**src/rtl/regfile_2w2r_sb_pkg.sv**
```systemverilog
// Shared defaults and helpers for the 2-write/2-read register file.
// Holds width defaults, the depth derivation and the read-source encoding.
package regfile_2w2r_sb_pkg;

  localparam int DATA_W_DEF = 8;
  localparam int ADDR_W_DEF = 2;

  // Which value a read port forwards this cycle.
  typedef enum logic [1:0] {
    SRC_ARR,
    SRC_ALU,
    SRC_LD
  } rd_src_e;

  function automatic int depth_of(input int aw);
    return 1 << aw;
  endfunction

endpackage

```
**src/rtl/regfile_scoreboard.sv**
```systemverilog
// Busy scoreboard: one pending-load bit per register plus sticky error.
// Ports: issue (issue_en/issue_rd), load clear (ld_wr_*), two busy reads.
module regfile_scoreboard
  import regfile_2w2r_sb_pkg::*;
#(
  parameter int ADDR_W  = ADDR_W_DEF,
  parameter int R0_ZERO = 0,
  parameter int BYPASS  = 1
) (
  input  logic                  clk,
  input  logic                  reset,
  input  logic                  issue_en,
  input  logic [ADDR_W-1:0]     issue_rd,
  input  logic                  ld_wr_en,
  input  logic [ADDR_W-1:0]     ld_wr_addr,
  input  logic [ADDR_W-1:0]     rs1_addr,
  input  logic [ADDR_W-1:0]     rs2_addr,
  output logic                  rs1_busy,
  output logic                  rs2_busy,
  output logic [2**ADDR_W-1:0]  busy_vec,
  output logic                  sb_err
);

  localparam int DEPTH = depth_of(ADDR_W);

  logic [DEPTH-1:0] busy_q;
  logic [DEPTH-1:0] busy_d;
  logic             iss_ok;
  logic             ld_ok;
  logic             err_set;

  // Register 0 is inert when hard-wired to zero.
  assign iss_ok = issue_en &&
    !(R0_ZERO != 0 && issue_rd == '0);
  assign ld_ok = ld_wr_en &&
    !(R0_ZERO != 0 && ld_wr_addr == '0);

  assign err_set = ld_ok && !busy_q[ld_wr_addr];

  // Issue applied after clear: a new load wins.
  always_comb begin
    busy_d = busy_q;
    if (ld_ok)
      busy_d[ld_wr_addr] = 1'b0;
    if (iss_ok)
      busy_d[issue_rd] = 1'b1;
  end

  always_ff @(posedge clk) begin
    if (reset) begin
      busy_q <= '0;
      sb_err <= 1'b0;
    end else begin
      busy_q <= busy_d;
      sb_err <= sb_err | err_set;
    end
  end

  assign busy_vec = busy_q;

  function automatic logic rd_busy(
    input logic [ADDR_W-1:0] a
  );
    logic b;
    b = busy_q[a];
    if (BYPASS != 0 && ld_wr_en && ld_wr_addr == a)
      b = 1'b0;
    if (reset || (R0_ZERO != 0 && a == '0))
      b = 1'b0;
    return b;
  endfunction

  always_comb begin
    rs1_busy = rd_busy(rs1_addr);
    rs2_busy = rd_busy(rs2_addr);
  end

endmodule

```
**src/rtl/regfile_2w2r_sb.sv**
```systemverilog
// Register file, 2 sync write ports (ALU, load) and 2 comb read ports.
// Ports: rs1/rs2 reads, wr_* (ALU), ld_wr_* (load), issue_*, busy_vec, sb_err.
module regfile_2w2r_sb
  import regfile_2w2r_sb_pkg::*;
#(
  parameter int DATA_W  = DATA_W_DEF,
  parameter int ADDR_W  = ADDR_W_DEF,
  parameter int R0_ZERO = 0,
  parameter int BYPASS  = 1
) (
  input  logic                  clk,
  input  logic                  reset,
  input  logic [ADDR_W-1:0]     rs1_addr,
  input  logic [ADDR_W-1:0]     rs2_addr,
  output logic [DATA_W-1:0]     rs1_data,
  output logic [DATA_W-1:0]     rs2_data,
  output logic                  rs1_busy,
  output logic                  rs2_busy,
  input  logic [ADDR_W-1:0]     wr_addr,
  input  logic [DATA_W-1:0]     wr_data,
  input  logic                  reg_wr_en,
  input  logic [ADDR_W-1:0]     ld_wr_addr,
  input  logic [DATA_W-1:0]     ld_wr_data,
  input  logic                  ld_wr_en,
  input  logic                  issue_en,
  input  logic [ADDR_W-1:0]     issue_rd,
  output logic [2**ADDR_W-1:0]  busy_vec,
  output logic                  sb_err
);

  localparam int DEPTH = depth_of(ADDR_W);

  logic [DATA_W-1:0] regs [DEPTH];
  logic              a_ok;
  logic              l_ok;

  assign a_ok = reg_wr_en &&
    !(R0_ZERO != 0 && wr_addr == '0);
  assign l_ok = ld_wr_en &&
    !(R0_ZERO != 0 && ld_wr_addr == '0);

  // Port A assigned last so the younger ALU result wins a collision.
  always_ff @(posedge clk) begin
    if (reset) begin
      for (int i = 0; i < DEPTH; i++)
        regs[i] <= '0;
    end else begin
      if (l_ok)
        regs[ld_wr_addr] <= ld_wr_data;
      if (a_ok)
        regs[wr_addr] <= wr_data;
    end
  end

  function automatic logic [DATA_W-1:0] rd_mux(
    input logic [ADDR_W-1:0] a
  );
    rd_src_e           src;
    logic              hit_a;
    logic              hit_l;
    logic [DATA_W-1:0] v;
    hit_a = BYPASS != 0 && reg_wr_en && wr_addr == a;
    hit_l = BYPASS != 0 && ld_wr_en && ld_wr_addr == a
            && !hit_a;
    src = SRC_ARR;
    unique case (1'b1)
      hit_a:   src = SRC_ALU;
      hit_l:   src = SRC_LD;
      default: src = SRC_ARR;
    endcase
    unique case (src)
      SRC_ALU: v = wr_data;
      SRC_LD:  v = ld_wr_data;
      default: v = regs[a];
    endcase
    if (reset || (R0_ZERO != 0 && a == '0))
      v = '0;
    return v;
  endfunction

  always_comb begin
    rs1_data = rd_mux(rs1_addr);
    rs2_data = rd_mux(rs2_addr);
  end

  regfile_scoreboard #(
    .ADDR_W  (ADDR_W),
    .R0_ZERO (R0_ZERO),
    .BYPASS  (BYPASS)
  ) u_sb (
    .clk        (clk),
    .reset      (reset),
    .issue_en   (issue_en),
    .issue_rd   (issue_rd),
    .ld_wr_en   (ld_wr_en),
    .ld_wr_addr (ld_wr_addr),
    .rs1_addr   (rs1_addr),
    .rs2_addr   (rs2_addr),
    .rs1_busy   (rs1_busy),
    .rs2_busy   (rs2_busy),
    .busy_vec   (busy_vec),
    .sb_err     (sb_err)
  );

endmodule

```
**config.mk**
```make
export PLATFORM = sky130hd
export DESIGN_NAME = regfile_2w2r_sb
export DESIGN_NICKNAME = d
export VERILOG_FILES = /design/src/rtl/regfile_2w2r_sb_pkg.sv /design/src/rtl/regfile_scoreboard.sv /design/src/rtl/regfile_2w2r_sb.sv
export SDC_FILE = /design/constraint.sdc
export NUM_CORES = 1
export LEC_CHECK = 0
export BUFFER_PORTS_ARGS = -buffer_cell sky130_fd_sc_hd__buf_2
export CORE_MARGIN = 1.5
export CORE_UTILIZATION = 45
export DETAILED_ROUTE_END_ITERATION = 12
export PLACE_DENSITY = 0.78
export SKIP_LAST_GASP = 1
export SLEW_MARGIN = 10
export SYNTH_ARGS = -nofsm -noshare
export SYNTH_HDL_FRONTEND = slang
export SYNTH_SLANG_ARGS = --single-unit
```
**constraint.sdc**
```tcl
create_clock -name clk -period 1.2 [get_ports clk]
set_clock_uncertainty 0.15 [all_clocks]
set_input_delay 0 -clock clk [delete_from_list [all_inputs] [get_ports clk]]
set_output_delay 0 -clock clk [all_outputs]
set_load 0.02 [all_outputs]
```
==> PnR_summary.wiki, run 1 <==
{| class="wikitable"
! Metric !! Value
|-
| Result of the run || complete, but fails checks
|-
| Failing checks || setup timing
|-
| Number of stages on the worst setup path || 4
|-
| Power density normalized to cell area || 918.4 mW/mm2
|-
| Overall overflow remaining after global route || 0
|-
| Final number of max-transition violations || 0
|-
| Layout Cell Area excl Fill || 0.004885 mm2
|-
| Synthesized area || 0.002861 mm2
|-
| IO Port Bufs || 53
|-
| Number of failing hold endpoints at the final stage || 0
|-
| Register-to-register path setup slack || -210 ps
|-
| Longest individual stage delay on the worst path || around 550 ps
|-
| Path type of the worst min-delay path || in2reg
|-
| Yosys top cell by area || sky130_fd_sc_hd__edfxtp_1
|-
| Worst r2r path cells || 4
|-
| End point of the critical path || rs1_data[4]
|-
| GRT Total Usage || a little over a third
|-
| Dpl hpwl || around 7.2 mm
|-
| Flip-flop and latch count after synthesis || 37
|-
| Synthesized instance count || about 270
|-
| Sequential area share after synthesis || about 37%
|-
| Worst slack at placement || -399.5 ps
|-
| Maximum fanout count along the critical path || 2
|-
| Fmax || 546.3 MHz
|-
| Mapped Avg Cell Area || 10.48 um2
|-
| Actual slew at the worst max-slew pin || 517.6 ps
|-
| Worst r2r src || u_sb.busy_vec[3]$_SDFF_PP0_
|-
| Share of async-settable or async-resettable flops after synthesis || 0%
|-
| Proportion of layout cells with a drive suffix above 1 || approximately half
|-
| Violation count after the first detailed-route iteration || 467
|-
| Fin crit period || between 1500 and 2000 ps
|-
| Routed wire length || 13.39 mm
|-
| Setup TNS Final || -10720 ps
|-
| Horiz. Die Dim || 82.74 um
|-
| Cell variety after synth || 37
|-
| Count of warnings emitted by yosys || 0
|-
| Critical path type || reg2out
|-
| Syn nets || 304
|-
| Sinks on Clock Net || 37
|-
| Critical path startpoint category || flip-flop
|-
| Number of buffers added by the clock tree synthesis step || 5
|-
| Top cell family by delay on the critical path || multiplexers
|-
| Maxcap violations || 0
|-
| Synth top cells by count || 50 x sky130_fd_sc_hd__nand2_1, 32 x sky130_fd_sc_hd__edfxtp_1, 26 x sky130_fd_sc_hd__o21ai_0
|-
| Leakage power || around 1.7 nW
|-
| Largest buffer count on any clock path || 2
|-
| GP Congestion || around 0.92
|-
| Antenna-violating nets left || 0
|-
| Launching instance or port of the critical path || regs[3][4]$_DFFE_PP_
|-
| Synth Flop Type || sky130_fd_sc_hd__edfxtp_1
|-
| Portion of the clock cycle consumed by the worst path in the final layout || 152.5%
|-
| Initial core utilization || 47.49%
|-
| Placed cell areas || 0.004125 mm2
|-
| Maximum number of pins on one net before global-route repair || 20
|-
| Worst path buffer plus inverter count || 1
|-
| Min setup slack post-route || -630.6 ps
|-
| Required time of the critical path || roughly 1100 ps
|-
| Via density || between 7 and 8
|-
| Floorplan Core Area || about 0.006 mm2
|-
| Clock latency on the worst-skew pair || 310 ps
|-
| Peak VDD IR || ~770 uV
|-
| First-pass GRT wire length || 17.36 mm
|-
| Library cell with the highest instance count after synthesis || sky130_fd_sc_hd__nand2_1
|-
| Clock transition at the register clock pins on the worst setup and hold paths after CTS || approximately 80 ps
|-
| CTS H-tree lvls || 2
|-
| Via Count || 3531
|-
| Number of endpoints failing setup at the final stage || 23
|-
| Number of rows created at floorplan || 28
|-
| Setup crit end kind || output port
|-
| WL per Instance || 27.44 um
|-
| Number of antenna violations at the first check in global routing || 0
|-
| Slowest stage cell on the critical path || sky130_fd_sc_hd__mux4_2
|-
| Number of iterations in the first detailed-routing pass || 5
|-
| Critical Path AT || approximately 1700 ps
|-
| Residual DRC || 0
|-
| Largest cells by area after synthesis || sky130_fd_sc_hd__edfxtp_1 34%, sky130_fd_sc_hd__mux4_2 15%, sky130_fd_sc_hd__nand2_1 6.6%, sky130_fd_sc_hd__o31ai_1 4.7%, sky130_fd_sc_hd__o21ai_0 4.5%
|-
| Die extent in y || ~83 um
|-
| Area growth syn-to-layout || 70.70%
|-
| Unrepaired setup endpoints after global routing || true
|-
| CTS Root Cell || sky130_fd_sc_hd__clkbuf_8
|-
| Number of global-route vias before repair || 3200
|-
| Max-slew headroom at the worst pin || 65.33%
|-
| Clock tree from TritonCTS || yes
|-
| Number of synthesized flops with an enable pin || 32
|-
| Top-level port count || 54
|-
| Final core area utilization || 81.06%
|-
| Worst path cell trace || mux4_2 > o31ai_4 > a311oi_4 > buf_6
|-
| Endpoint of the worst-slack reg-to-reg timing path || u_sb.sb_err$_SDFF_PP0_
|-
| # nets final || 442
|-
| Yosys top cell area share || between 30% and 40%
|-
| Die area || 0.006846 mm2
|}
registers in the layout, summed over array words and instances (netlist names):
name	cells
u_sb.busy_vec	4
regs	32
u_sb.sb_err	1
metrics by stage:
step | total power, mW | cells | hold slack, ps
5_1_grt | 4.575 | 487 | 9.698
3_5_place_dp | 3.084 | 447 | 148.4
3_3_place_gp | 3.032 | 447 | 146.8
4_1_cts | 4.189 | 484 | 1.530
2_1_floorplan | 2.527 | 273 | 6.257
6_report | 4.486 | 488 | 23.66
timing repair:
action / CTS / global route
resized for setup: 46 / 34
hold buffers: 28 / 0
hold endpoints to repair: 34 / 0
pin swaps: 3 / 3
buffers inserted: 1 / 4
setup endpoints to repair: 35 / 61
final cells by class:
class	instances	area, um2
clock inverter	3	17.52
sequential	37	1066
clock buffer	5	68.82
antenna	1	2.502
tap	75	93.84
inverter	2	7.507
fill	282	1141
multi-input combinational	212	2337
timing repair buffer	153	1291
metal layers:
layer | track usage (%) | routed length (um) | up-vias
met5 | 0 | 0 | -
met4 | 18.50 | 926 | 0
met3 | 7.692 | 1617 | 124
met2 | 60.98 | 6316 | 372
met1 | 42.00 | 4528 | 1643
li1 | - | - | 1392
power by group:
part           internal, mW  switching (mW)  total, mW
registers              1.53          0.0923       1.62
logic                 0.917            1.04       1.96
clock network         0.402           0.506      0.908
cell usage in the layout (no fill, tap or decap), drive strengths merged:
cell type	instances
and4bb	1
nor4	16
or3b	3
clkinv	5
diode	1
xnor2	4
nor2	7
buf	122
nand2	50
o21ai	26
edfxtp	32
o21ba	1
nand3b	2
a311oi	16
o31ai	18
nor3	1
dfxtp	5
nand3	1
a21oi	2
nor4b	2
a2bb2oi	1
clkbuf	8
nor4bb	2
nor2b	1
or3	4
nand4	16
and4b	1
a32oi	1
mux4	19
nand2b	1
a22o	8
dlygate4sd3	28
xor2	8
worst min-delay path, cell delays in order:
cell,delay [ps]
sky130_fd_sc_hd__buf_2,150
sky130_fd_sc_hd__nand2_1,70
sky130_fd_sc_hd__o21ai_1,80
cell families (layout without fill, tap and decap cells):
kind of cell	Yosys count	count (layout)	synth area share [%]
AO/OA/AOI/OAI	73	73	18.36
buffers and inverters	24	163	4.591
AND/OR/NAND/NOR	108	108	20.29
multiplexers	19	19	14.95
flip-flops	37	37	37.08
XOR/XNOR	12	12	4.722
other	0	1	0
worst min-delay path by stage:
stage | slack [ps] | to | cells after the start | startpoint
floorplan | 6 | u_sb.busy_vec[2]$_SDFF_PP0_ | 2 | issue_rd[1]
global placement | 150 | u_sb.busy_vec[2]$_SDFF_PP0_ | 3 | issue_rd[1]
detailed placement | 150 | u_sb.busy_vec[2]$_SDFF_PP0_ | 3 | issue_en
CTS | 2 | regs[2][2]$_DFFE_PP_ | 3 | ld_wr_data[2]
global route | 10 | regs[0][6]$_DFFE_PP_ | 3 | ld_wr_data[6]
finish | 20 | regs[0][6]$_DFFE_PP_ | 3 | ld_wr_data[6]
Power figures use the tool's default switching activity.
==> inputs of run 2 (changes only) <==
--- a/config.mk
+++ b/config.mk
@@ -9,7 +9,7 @@
 export CORE_MARGIN = 1.5
 export CORE_UTILIZATION = 45
 export DETAILED_ROUTE_END_ITERATION = 12
-export PLACE_DENSITY = 0.78
+export PLACE_DENSITY = 0.7
 export SKIP_LAST_GASP = 1
 export SLEW_MARGIN = 10
 export SYNTH_ARGS = -nofsm -noshare
==> PnR_summary.wiki, run 2 (synthesized netlist as in run 1, its figures left out) <==
{| class="wikitable"
! Metric !! Value
|-
| Result of the run || complete, but fails checks
|-
| Failing checks || hold timing, setup timing
|-
| Setup crit end kind || output port
|-
| Floorplan Core Area || 0.006026 mm2 (unchanged)
|-
| Routed length on met2 || 4.791 mm (-24%)
|-
| Longest individual stage delay on the worst path || 540 ps (about the same)
|-
| Layout Cell Area excl Fill || 0.004742 mm2 (-2.9%)
|-
| First-pass GRT wire length || 14.83 mm (-15%)
|-
| Power share of the combinational group || 40.1% (-3.6 points)
|-
| Peak VDD IR || 683.7 uV (-11%)
|-
| Area growth syn-to-layout || 65.72%
|-
| Worst slack at placement || -411.5 ps (-12.08 ps)
|-
| Via density || 6.264 (-13%)
|-
| Largest buffer count on any clock path || 2 (unchanged)
|-
| Actual slew at the worst max-slew pin || 630.2 ps (+112.7 ps)
|-
| CTS H-tree lvls || 2 (unchanged)
|-
| Number of endpoints failing setup at the final stage || 20 (-13%)
|-
| Launching instance or port of the critical path || regs[3][5]$_DFFE_PP_
|-
| Number of global-route vias before repair || 2858 (-11%)
|-
| Path type of the worst min-delay path || in2reg
|-
| Flip-flop count of the largest register after layout || 32 (unchanged)
|-
| Filler cell count in the final layout || 355 (+26%)
|-
| Initial core utilization || 47.49% (unchanged)
|-
| Post-Layout Cell Count || 473 (-3.1%)
|-
| Hold Worst Slack || -139.7 ps (-163.4 ps)
|-
| Antenna-violating nets left || 0 (unchanged)
|-
| Footprint of the multi-input gates || 0.002296 mm2 (-1.8%)
|-
| Internal portion of total power || 2.997 mW (+5.3%)
|-
| Power density normalized to cell area || 934.5 mW/mm2 (+1.7%)
|-
| Min setup slack post-route || -583.0 ps (+47.53 ps)
|-
| Number of failing hold endpoints at the final stage || 3 (+3)
|-
| Critical path type || reg2out
|-
| Clock tree from TritonCTS || yes
|-
| Placed cell count || 441 (-1.3%)
|-
| Worst r2r src || u_sb.busy_vec[3]$_SDFF_PP0_
|-
| Number of buffers added by the clock tree synthesis step || 5 (unchanged)
|-
| Die extent in y || 82.74 um (unchanged)
|-
| Highest signal layer in the routed design || met4
|-
| Overall overflow remaining after global route || 0 (unchanged)
|-
| Switching power || 1.435 mW (-12%)
|-
| Unrepaired setup endpoints after global routing || true
|-
| Met1 wire length || 4.092 mm (-9.6%)
|-
| Via Count || 2963 (-16%)
|-
| Critical Path AT || 1630 ps (-50 ps)
|-
| Worst path cell trace || mux4_2 > o31ai_4 > a311oi_4 > buf_6
|-
| Top cell family by delay on the critical path || multiplexers
|-
| Leakage power || 1.654 nW (-3.9%)
|-
| Dpl hpwl || 6.798 mm (-5.6%)
|-
| Sequential cell area || 0.001066 mm2 (unchanged)
|-
| Register with the most flip-flops || regs
|-
| Horiz. Die Dim || 82.74 um (unchanged)
|-
| Sinks on Clock Net || 37 (unchanged)
|-
| Worst path buffer plus inverter count || 1 (unchanged)
|-
| Met3 Routed Length || 742 um (-54%)
|-
| Switching share of power || 32.38% (-4.2 points)
|-
| Max-slew headroom at the worst pin || 57.92% (-7.4 points)
|-
| Critical path startpoint category || flip-flop
|-
| Clk pwr share || 23.5% (+3.3 points)
|-
| Violation count after the first detailed-route iteration || 202 (-57%)
|-
| Number of antenna violations at the first check in global routing || 0 (unchanged)
|-
| Placed cell areas || 0.004105 mm2 (-0.49%)
|-
| WL per Instance || 20.64 um (-25%)
|-
| Residual DRC || 0 (unchanged)
|-
| Number of iterations in the first detailed-routing pass || 5 (unchanged)
|-
| Maximum number of pins on one net before global-route repair || 20 (unchanged)
|-
| Post-CTS Setup Inserts || 0 (-1)
|-
| Required time of the critical path || 1050 ps (about the same)
|-
| Portion of the clock cycle consumed by the worst path in the final layout || 148.6% (-4.0 points)
|-
| Clock latency on the worst-skew pair || 290 ps (-20 ps)
|-
| IO Port Bufs || 53 (unchanged)
|-
| Proportion of layout cells with a drive suffix above 1 || 50.25% (-1.2 points)
|-
| Slowest stage cell on the critical path || sky130_fd_sc_hd__mux4_2
|-
| GP Congestion || 0.8741 (-5.0%)
|-
| Die area || 0.006846 mm2 (unchanged)
|-
| Sequential cell fraction of total power || 36.4% (+0.3 points)
|-
| Fin crit period || 1783 ps (-47.53 ps)
|-
| Tot Pwr || 4.431 mW (-1.2%)
|-
| Min-delay src || reset
|-
| GRT Total Usage || 29.77% (-5.9 points)
|-
| Fmax || 560.8 MHz (+2.7%)
|-
| # nets final || 429 (-2.9%)
|-
| Routed wire length || 9.765 mm (-27%)
|-
| Most common library cell in the layout ignoring fill and taps || sky130_fd_sc_hd__buf_4
|-
| CTS Root Cell || sky130_fd_sc_hd__clkbuf_8
|-
| Top-level port count || 54 (unchanged)
|-
| N_diodes || 0 (-1)
|-
| Maxcap violations || 0 (unchanged)
|-
| Final number of max-transition violations || 0 (unchanged)
|-
| Clock transition at the register clock pins on the worst setup and hold paths after CTS || 70 ps (about the same)
|-
| Number of rows created at floorplan || 28 (unchanged)
|-
| Top library cells by usage in the layout, fill and taps aside || 60 x sky130_fd_sc_hd__buf_4, 50 x sky130_fd_sc_hd__nand2_1, 33 x sky130_fd_sc_hd__buf_2
|-
| Maximum fanout count along the critical path || 2 (unchanged)
|}
==> run 2: worst paths after layout <==
| path | slack, ps | cells after the start | end |
|---|---|---|---|
| worst min register to register | 400 | 1 | u_sb.sb_err$_SDFF_PP0_ |
| worst max-delay path | -580 | 4 | rs2_data[5] |
| worst max register to register | -100 | 3 | u_sb.sb_err$_SDFF_PP0_ |
| worst min-delay path | -140 | 2 | u_sb.busy_vec[0]$_SDFF_PP0_ |
==> run 2: metrics by stage <==
stage	hold WS [ps]	util, %	setup TNS [ps]
after global routing	-121.9	78.70	-10520
after CTS	-153.5	76.64	-9596
after global placement	142.6	68.13	-19900
final	-139.7	78.70	-9823
after detailed placement	152.5	68.13	-21470
after floorplan	6.257	-	-1103
==> run 2: metal layers <==
metal / up-vias / GRT usage (%)
li1: 1368 / -
met1: 1432 / 40.32
met2: 148 / 48.62
met3: 15 / 5.495
met4: 0 / 9.000
met5: - / 0
==> run 2: cell type report <==
class / instances / share of cell area [%]
tap: 75 / 1.979
clock inverter: 2 / 0.7388
multi-input combinational: 212 / 48.42
sequential: 37 / 22.48
timing repair buffer: 140 / 24.78
clock buffer: 5 / 1.451
inverter: 2 / 0.1583
==> run 2: power groups by stage <==
stage	combinational (mW)	clock [mW]	sequential, mW
3_3_place_gp	1.42	0	1.61
4_1_cts	1.65	1.05	1.60
3_5_place_dp	1.45	0	1.63
2_1_floorplan	0.929	0	1.60
5_1_grt	1.87	1.09	1.62
6_report	1.78	1.04	1.61
==> run 2: repair_timing <==
item	in CTS	in global routing
hold buffers	25	1
endpoints found under the hold margin	35	4
pin swaps	3	3
resized for setup	35	25
endpoints found under the setup margin	43	34
==> inputs of run 3 (changes only) <==
==> constraint.sdc (replaced) <==
create_clock -name clk -period 1.2 [get_ports clk]
set_clock_uncertainty 0.15 [all_clocks]
set_input_delay 0.12 -clock clk [delete_from_list [all_inputs] [get_ports clk]]
set_output_delay 0.12 -clock clk [all_outputs]
set_load 0.02 [all_outputs]
==> PnR_summary.wiki, run 3 (synthesized netlist as in run 1, its figures left out) <==
{| class="wikitable"
! Metric !! Value
|-
| GRT Total Usage || 28.31% (-1.5 points)
|-
| Internal portion of total power || 2.947 mW (-1.7%)
|-
| Maxcap violations || 0 (unchanged)
|-
| Routed length on met2 || 4.711 mm (-1.7%)
|-
| Register with the most flip-flops || regs
|-
| Fmax || 526.2 MHz (-6.2%)
|-
| Floorplan Core Area || 0.006026 mm2 (unchanged)
|-
| Clk pwr share || 23.8% (+0.3 points)
|-
| Clock tree from TritonCTS || yes
|-
| Critical path type || reg2out
|-
| Maximum fanout count along the critical path || 2 (unchanged)
|-
| Hold Worst Slack || -3.373 ps (+136.4 ps)
|-
| Longest individual stage delay on the worst path || 500 ps (-40 ps)
|-
| Dpl hpwl || 7.103 mm (+4.5%)
|-
| Placed cell count || 455 (+3.2%)
|-
| Maximum number of pins on one net before global-route repair || 18 (-10%)
|-
| Via Count || 2846 (-3.9%)
|-
| Number of iterations in the first detailed-routing pass || 4 (-1)
|-
| Worst path cell trace || mux4_2 > o31ai_2 > a311oi_4 > buf_6
|-
| Largest buffer count on any clock path || 2 (unchanged)
|-
| Met1 wire length || 3.797 mm (-7.2%)
|-
| Antenna-violating nets left || 0 (unchanged)
|-
| Setup crit end kind || output port
|-
| Horiz. Die Dim || 82.74 um (unchanged)
|-
| Sequential cell fraction of total power || 37.2% (+0.8 points)
|-
| Power density normalized to cell area || 925.7 mW/mm2 (-0.94%)
|-
| Area growth syn-to-layout || 61.92%
|-
| Top library cells by usage in the layout, fill and taps aside || 73 x sky130_fd_sc_hd__buf_4, 50 x sky130_fd_sc_hd__nand2_1, 32 x sky130_fd_sc_hd__edfxtp_1
|-
| GP Congestion || 0.8260 (-5.5%)
|-
| Via density || 6.081 (-2.9%)
|-
| Highest signal layer in the routed design || met4
|-
| First-pass GRT wire length || 14.17 mm (-4.4%)
|-
| Worst slack at placement || -648.3 ps (-236.8 ps)
|-
| Clock latency on the worst-skew pair || 280 ps (about the same)
|-
| Flip-flop count of the largest register after layout || 32 (unchanged)
|-
| Critical path startpoint category || flip-flop
|-
| Fin crit period || 1901 ps (+117.5 ps)
|-
| WL per Instance || 19.90 um (-3.6%)
|-
| Failing checks || hold timing, setup timing
|-
| Residual DRC || 0 (unchanged)
|-
| Number of failing hold endpoints at the final stage || 1 (-2)
|-
| # nets final || 424 (-1.2%)
|-
| Setup TNS Final || -12030 ps (-2211 ps)
|-
| Min setup slack post-route || -700.5 ps (-117.5 ps)
|-
| Sinks on Clock Net || 37 (unchanged)
|-
| CTS H-tree lvls || 2 (unchanged)
|-
| Slowest stage cell on the critical path || sky130_fd_sc_hd__mux4_2
|-
| Routed wire length || 9.315 mm (-4.6%)
|-
| Path type of the worst min-delay path || in2reg
|-
| CTS Root Cell || sky130_fd_sc_hd__clkbuf_8
|-
| Unrepaired setup endpoints after global routing || true
|-
| Met3 Routed Length || 616 um (-17%)
|-
| Number of rows created at floorplan || 28 (unchanged)
|-
| Top-level port count || 54 (unchanged)
|-
| Number of endpoints failing setup at the final stage || 20 (unchanged)
|-
| Number of antenna violations at the first check in global routing || 0 (unchanged)
|-
| Proportion of layout cells with a drive suffix above 1 || 55.98% (+5.7 points)
|-
| Initial core utilization || 47.49% (unchanged)
|-
| Clock transition at the register clock pins on the worst setup and hold paths after CTS || 70 ps (about the same)
|-
| Most common library cell in the layout ignoring fill and taps || sky130_fd_sc_hd__buf_4
|-
| Result of the run || complete, but fails checks
|-
| Post-Layout Cell Count || 468 (-1.1%)
|-
| Power share of the combinational group || 38.9% (-1.2 points)
|-
| Number of buffers added by the clock tree synthesis step || 5 (unchanged)
|-
| Leakage power || 1.666 nW (+0.70%)
|-
| Switching share of power || 31.29% (-1.1 points)
|-
| Die extent in y || 82.74 um (unchanged)
|-
| N_diodes || 0 (unchanged)
|-
| Peak VDD IR || 840.1 uV (+23%)
|-
| Overall overflow remaining after global route || 0 (unchanged)
|-
| Number of global-route vias before repair || 2756 (-3.6%)
|-
| Die area || 0.006846 mm2 (unchanged)
|-
| Actual slew at the worst max-slew pin || 468.5 ps (-161.7 ps)
|-
| Switching power || 1.342 mW (-6.5%)
|-
| Required time of the critical path || 930 ps (-120 ps)
|-
| Violation count after the first detailed-route iteration || 180 (-11%)
|-
| Critical Path AT || 1630 ps (about the same)
|-
| Tot Pwr || 4.289 mW (-3.2%)
|-
| Max-slew headroom at the worst pin || 68.72% (+11 points)
|-
| IO Port Bufs || 53 (unchanged)
|-
| Final number of max-transition violations || 0 (unchanged)
|-
| Portion of the clock cycle consumed by the worst path in the final layout || 158.4% (+9.8 points)
|}
==> run 3: metal layers <==
layer,track usage (%),vias up
li1,-,1353
met1,37.87,1365
met2,47.40,110
met3,3.626,18
met4,9.667,0
met5,0,-
==> run 3: what timing repair did <==
item | in CTS | in global routing
pin swaps | 12 | 10
setup buffers | 3 | 1
setup endpoints to repair | 72 | 63
hold buffers | 4 | 2
cloned | 0 | 0
hold endpoints to repair | 3 | 2
resized for setup | 59 | 29
==> run 3: cell type report <==
class                      count  area [um2]
clock inverter                 2       35.03
sequential                    37        1069
multi-input combinational    212        2225
tap                           75       93.84
timing repair buffer         135        1135
clock buffer                   5       68.82
fill                         373        1393
inverter                       2       7.507
==> run 3: worst paths after layout <==
check / from / endpoint / slack, ps / cells after the start
setup / recovery: regs[2][3]$_DFFE_PP_ / rs2_data[3] / -700 / 4
hold / removal: issue_rd[1] / u_sb.busy_vec[0]$_SDFF_PP0_ / -3 / 3
setup reg to reg: u_sb.busy_vec[3]$_SDFF_PP0_ / u_sb.sb_err$_SDFF_PP0_ / -200 / 4
hold reg to reg: u_sb.sb_err$_SDFF_PP0_ / u_sb.sb_err$_SDFF_PP0_ / 360 / 1
==> run 3: power by group through the flow <==
stage | Sequential (mW) | Combinational, mW | Clock [mW]
4_1_cts | 1.59 | 1.60 | 1.04
6_report | 1.60 | 1.67 | 1.02
2_1_floorplan | 1.60 | 0.883 | 0
3_3_place_gp | 1.61 | 1.38 | 0
5_1_grt | 1.61 | 1.78 | 1.08
3_5_place_dp | 1.62 | 1.41 | 0
==> run 3: stage by stage <==
stage          hold slack [ps]  area [um2]  utilization [%]
3_3_place_gp             259.3        4128            68.50
2_1_floorplan            126.3        3289                -
6_report                -3.373        4633            76.89
5_1_grt                 -10.59        4633            76.89
4_1_cts                  43.49        4556            75.60
3_5_place_dp             261.9        4128            68.50
==> run 3: critical path, delay by kind of cell (launching register included) <==
| kind | cells | cell delay [ps] |
|---|---|---|
| AO/OA/AOI/OAI | 2 | 260 |
| multiplexers | 1 | 500 |
| flip-flops | 1 | 430 |
| buffers and inverters | 1 | 160 |
